`config.mk`:
```
export PLATFORM = sky130hd
export DESIGN_NAME = uart_echo_fifo
export DESIGN_NICKNAME = d
export VERILOG_FILES = /design/src/rtl/uart_echo_fifo.sv
export SDC_FILE = /design/constraint.sdc
export NUM_CORES = 1
export LEC_CHECK = 0
export ABC_AREA = 1
export CAP_MARGIN = 10
export CORE_MARGIN = 4
export CORE_UTILIZATION = 30
export CTS_CLUSTER_DIAMETER = 150
export DETAILED_ROUTE_END_ITERATION = 8
export PLACE_DENSITY = 0.52
export SYNTH_ARGS = -nofsm -noshare
export SYNTH_HDL_FRONTEND = slang
export SYNTH_SLANG_ARGS = --single-unit
```
`constraint.sdc`:
```
create_clock -name CLK -period 2.15 [get_ports CLK]
set_input_delay 0.43 -clock CLK [delete_from_list [all_inputs] [get_ports CLK]]
set_output_delay 0.43 -clock CLK [all_outputs]
set_load 0.1 [all_outputs]
```
`src/rtl/uart_echo_fifo.sv`:
```
// uart_echo_fifo
//   Byte echo engine placed between a UART receiver and transmitter. Every
//   received byte is optionally case-folded and queued in a FIFO; a small TX
//   state machine replays the queue to the transmitter one byte at a time,
//   optionally following each CR (0x0D) with an inserted LF (0x0A).
//
// Ports
//   CLK       in   1                system clock, all logic on the rising edge
//   reset     in   1                synchronous, active-high
//   rx_done   in   1                one-cycle strobe: rx_data is valid
//   rx_data   in   DATA_W           received byte
//   tx_rdy    in   1                transmitter idle (1) / busy (0)
//   tx_send   out  1                send request, held until tx_rdy drops
//   tx_data   out  DATA_W           byte to transmit, stable while tx_send=1
//   fill      out  clog2(DEPTH+1)   entries currently queued
//   overflow  out  1                sticky: at least one byte was dropped
//   drop_cnt  out  8                dropped byte count, saturates at 255
//   led       out  2                {overflow, tx_send}
module uart_echo_fifo #(
  parameter int DATA_W    = 8,
  parameter int DEPTH     = 16,
  parameter int CASE_MODE = 0,
  parameter int LF_EXPAND = 1
) (
  input  logic                       CLK,
  input  logic                       reset,
  input  logic                       rx_done,
  input  logic [DATA_W-1:0]          rx_data,
  input  logic                       tx_rdy,
  output logic                       tx_send,
  output logic [DATA_W-1:0]          tx_data,
  output logic [$clog2(DEPTH+1)-1:0] fill,
  output logic                       overflow,
  output logic [7:0]                 drop_cnt,
  output logic [1:0]                 led
);

  localparam int AW = $clog2(DEPTH);
  localparam int FW = $clog2(DEPTH+1);
  localparam logic [DATA_W-1:0] C_CR = DATA_W'(8'h0D);
  localparam logic [DATA_W-1:0] C_LF = DATA_W'(8'h0A);

  typedef enum logic [1:0] {
    S_IDLE    = 2'd0,
    S_SEND    = 2'd1,
    S_LF_WAIT = 2'd2
  } state_t;

  logic [DATA_W-1:0] r_mem [DEPTH];
  logic [AW-1:0]     r_wr_ptr;
  logic [AW-1:0]     r_rd_ptr;
  logic [FW-1:0]     r_fill;
  logic              r_overflow;
  logic [7:0]        r_drop_cnt;
  logic              r_tx_send;
  logic [DATA_W-1:0] r_tx_data;
  logic              r_lf_ins;   // byte in SEND is an inserted LF, never re-expanded
  state_t            r_state;

  logic [DATA_W-1:0] w_wr_byte;
  logic              w_full;
  logic              w_pop;
  logic              w_push;

  // Case folding applies to 8-bit ASCII only; any other width passes through.
  generate
    if (DATA_W == 8 && CASE_MODE == 1) begin : g_upper
      assign w_wr_byte = (rx_data >= 8'h61 && rx_data <= 8'h7A) ? rx_data - 8'h20 : rx_data;
    end else if (DATA_W == 8 && CASE_MODE == 2) begin : g_lower
      assign w_wr_byte = (rx_data >= 8'h41 && rx_data <= 8'h5A) ? rx_data + 8'h20 : rx_data;
    end else begin : g_raw
      assign w_wr_byte = rx_data;
    end
  endgenerate

  assign w_full = (r_fill == FW'(DEPTH));
  // Only IDLE pops, so a single byte is ever in flight toward the transmitter.
  assign w_pop  = (r_state == S_IDLE) && (r_fill != '0) && tx_rdy;
  // A full FIFO still accepts a byte when the head leaves in the same cycle.
  assign w_push = rx_done && (!w_full || w_pop);

  // Storage array kept free of reset so it maps onto block RAM.
  always_ff @(posedge CLK) begin
    if (w_push) begin
      r_mem[r_wr_ptr] <= w_wr_byte;
    end
  end

  always_ff @(posedge CLK) begin
    if (reset) begin
      r_wr_ptr   <= '0;
      r_rd_ptr   <= '0;
      r_fill     <= '0;
      r_overflow <= 1'b0;
      r_drop_cnt <= 8'd0;
    end else begin
      if (w_push) begin
        r_wr_ptr <= r_wr_ptr + AW'(1);
      end
      if (w_pop) begin
        r_rd_ptr <= r_rd_ptr + AW'(1);
      end
      case ({w_push, w_pop})
        2'b10:   r_fill <= r_fill + FW'(1);
        2'b01:   r_fill <= r_fill - FW'(1);
        default: r_fill <= r_fill;
      endcase
      if (rx_done && !w_push) begin
        r_overflow <= 1'b1;
        if (r_drop_cnt != 8'hFF) begin
          r_drop_cnt <= r_drop_cnt + 8'd1;
        end
      end
    end
  end

  // TX handshake: raise send, wait for the transmitter to go busy (accept),
  // then optionally queue an LF after a CR without consuming a FIFO entry.
  always_ff @(posedge CLK) begin
    if (reset) begin
      r_state   <= S_IDLE;
      r_tx_send <= 1'b0;
      r_tx_data <= '0;
      r_lf_ins  <= 1'b0;
    end else begin
      case (r_state)
        S_IDLE: begin
          if (w_pop) begin
            r_tx_data <= r_mem[r_rd_ptr];
            r_tx_send <= 1'b1;
            r_lf_ins  <= 1'b0;
            r_state   <= S_SEND;
          end
        end
        S_SEND: begin
          if (!tx_rdy) begin
            r_tx_send <= 1'b0;
            if (LF_EXPAND != 0 && r_tx_data == C_CR && !r_lf_ins) begin
              r_state <= S_LF_WAIT;
            end else begin
              r_state <= S_IDLE;
            end
          end
        end
        S_LF_WAIT: begin
          if (tx_rdy) begin
            r_tx_data <= C_LF;
            r_tx_send <= 1'b1;
            r_lf_ins  <= 1'b1;
            r_state   <= S_SEND;
          end
        end
        default: begin
          r_state   <= S_IDLE;
          r_tx_send <= 1'b0;
        end
      endcase
    end
  end

  assign tx_send  = r_tx_send;
  assign tx_data  = r_tx_data;
  assign fill     = r_fill;
  assign overflow = r_overflow;
  assign drop_cnt = r_drop_cnt;
  assign led      = {r_overflow, r_tx_send};

endmodule

```
==> summary.md <==
| Metric | Value |
|---|---|
| Outcome | `complete, no violations` |
| Cells after Synth | `743` |
| Slew at the pin closest to its max-slew limit | `0.658 ns` |
| Antenna cells | `0` |
| Drt total wl | `17,400 um` |
| Critical path class | `reg -> reg` |
| Die ar. | `26,800 um2` |
| Initial DRT Pass Iterations | `5` |
| Max-cap violations | `0` |
| Via count | `5,131` |
| Rel. slew slack | `56.0%` |
| Syn Nets | `765` |
| Dpl cell area | `8210 um2` |
| Worst Skew | `0.00968 ns` |
| Peak supply drop | `602 uV` |
| Global-route usage over all layers | `13.4%` |
| Placer Congestion | `0.772` |
| Leakage | `0.00359 uW` |
| Post-route cell area | `8770 um2` |
| Number of DRC markers in iteration 0 | `345` |
| Synthesis Warnings | `0` |
| Crit path launch type | `register` |
| Starting Density | `30.7%` |
| Clock-pin slew on the worst setup and hold paths | `0.07 ns` |
| Worst Path Required | `2.46 ns` |
| Deepest clock path buffer count | `2` |
| Synth Register Bits | `166` |
| RSZ-0062 raised after global routing | `no` |
| Arrival time worst endpoint | `2.27 ns` |
| Fin Hold WS | `0.460 ns` |
| Largest net degree at the start of global routing | `42` |
| Final Cycle Share | `90.9%` |
| Core box area | `23,700 um2` |
| Avg WL per Cell | `15.1 um` |
| Synth area leaders | `edfxtp_1 (53%), dfxtp_1 (10%), nand2_1 (9.1%)` |
| Synth area leader | `edfxtp_1` |
| Cell Pwr Density | `1140 nW/um2` |
| Multi-input combinational cell area | `2110 um2` |
| DRC viols | `0` |
| Area Growth Syn to Fin | `20.7%` |
| Layout cells sized above 1 | `16.4%` |
| Hold_buf cts | `0` |
| Final core occ | `37.0%` |
| I/O Buffers | `36` |
| Initial antenna violation count | `0` |
| Clock Latency Late Sink | `0.43 ns` |
| Syn avg cell area | `9.78 um2` |
| Post-Syn Area | `7270 um2` |
| CP Capture Type | `register` |
| Post-DP HPWL | `11,900 um` |
| Final Hold Vio Count | `0` |
| Antenna Nets Post-Route | `0` |
| Final nets | `839` |
| Num rows | `56` |
| Post-synthesis sequential area ratio | `63.3%` |
| Post-layout min period | `1.95 ns` |
| H-Tree Depth | `4` |
| Total clock sinks | `166` |
| Vias in the first global route | `4,906` |
| Fmax | `512 MHz` |
| Final Slew Violations | `0` |
| Grt ovf | `0` |
| Yosys cell types | `31` |
| Hold WC Path Type | `reg -> reg` |
| Clock tree from TritonCTS | `yes` |
| Fillers | `2,433` |
| Yosys top cell area share | `52.9%` |
| CTS Root Cell | `clkbuf_16` |
| Seq. cell area | `4620 um2` |
| Worst-path maximum fanout | `6` |
| Final setup viols | `0` |
| Die width | `164 um` |
| Setup TNS Final | `0 ns` |
| First-pass GRT wire length | `27,400 um` |
| Tot Pwr | `9990 uW` |
| Post-DR vias/cell | `4.47` |
| Num ports | `37` |
| Vert. Die Dim | `164 um` |
| CTS buffer count | `17` |
## cell families (layout without fill, tap and decap cells)
| kind of cell | Yosys count | after routing | share of synthesized area, % |
|---|---|---|---|
| AOI/OAI and AO/OA | 58 | 58 | 4.18 |
| xor gates and xnor gates | 8 | 8 | 0.964 |
| buffers and inverters | 138 | 225 | 7.73 |
| adders and majority gates | 10 | 10 | 1.82 |
| DFF | 166 | 166 | 63.4 |
| and+or+nand+nor | 363 | 363 | 21.9 |
## timing repair
item,4_1_cts,5_1_grt
gates resized for setup,0,2
setup endpoints to repair,0,1
setup buffers,0,0
## metrics by stage
| stage | std cells | setup slack, ns |
|---|---|---|
| finish | 1149 | 0.196 |
| global route | 1149 | 0.0314 |
| CTS | 1149 | 0.142 |
| detailed placement | 1117 | -0.284 |
| global placement | 1117 | -0.242 |
| floorplan | 743 | -0.0277 |
## worst paths after layout
kind,slack [ns],end,cells past startpoint,startpoint
setup / recovery,0.20,fill[4],13,fill[0]
hold / removal,0.46,r_rd_ptr[3],2,r_rd_ptr[3]
setup reg to reg,0.20,fill[4],13,fill[0]
hold reg to reg,0.46,r_rd_ptr[3],2,r_rd_ptr[3]
## state kept, by name (all words and copies together), names as in the netlist, named ones only
register and cells:
fill 5, r_mem 128, r_wr_ptr 4, tx_data 8, r_state 2, tx_send 1, r_rd_ptr 4, r_lf_ins 1
overflow 1, drop_cnt 8
## power breakdown
group          internal, uW  switching [uW]
logic                   900            2330
registers              3670             197
clock network          1530            1350
## cells in the mapped netlist
master      n
nor2_2      3
nand2_4     1
nor3_1      5
nand4_1     3
xnor2_1     2
edfxtp_1  128
ha_1        9
o21ai_2     1
o211ai_1    4
nand2_1   176
inv_1     102
nor2_1     64
nor2_4      3
clkbuf_1    8
nand3_1    99
nand2_2     4
dfxtp_1    38
xor2_1      6
nor3_4      1
nand3_2     1
buf_4       7
nor4_1      1
o21ai_0    24
nor3b_2     1
nand4_4     1
fa_1        1
buf_2      14
inv_2       6
o21ai_1     3
buf_1       1
a21oi_1    26
## worst max-delay path: stages (launching register included)
cell      delay [ns]
dfxtp_4         0.38
nor2_4          0.13
nand4_1         0.10
nand2_2         0.09
inv_2           0.03
nand2_1         0.09
inv_2           0.07
fa_1            0.41
a21oi_2         0.16
o211ai_1        0.10
nand2_1         0.10
nand3_1         0.07
nand2_1         0.06
nor2_1          0.04
## routing by layer
metal / GRT usage (%) / routed length, um
met5: 0 / 0
met4: 3.58 / 183
met3: 2.42 / 551
met2: 22.2 / 8600
met1: 18.2 / 8060
## layout by cell type (no fill, tap or decap), drive strengths merged
master	synthesis	final
a21oi	26	26
buf	22	74
clkbuf	8	18
clkdlybuf4s50	0	11
clkinv	0	3
clkinvlp	0	2
dfxtp	38	38
edfxtp	128	128
fa	1	1
ha	9	9
inv	108	117
nand2	181	181
nand3	100	100
nand4	4	4
nor2	70	70
nor3	6	6
nor3b	1	1
nor4	1	1
o211ai	4	4
o21ai	28	28
xnor2	2	2
xor2	6	6
## area by class of cell
cell class / count / share of cell area, %
clock buffer: 18 / 4.89
sequential: 166 / 52.7
clock inverter: 14 / 1.51
inverter: 108 / 4.62
tap: 319 / 4.55
timing repair buffer: 85 / 7.73
multi-input combinational: 439 / 24.0
Power figures use the tool's default switching activity.
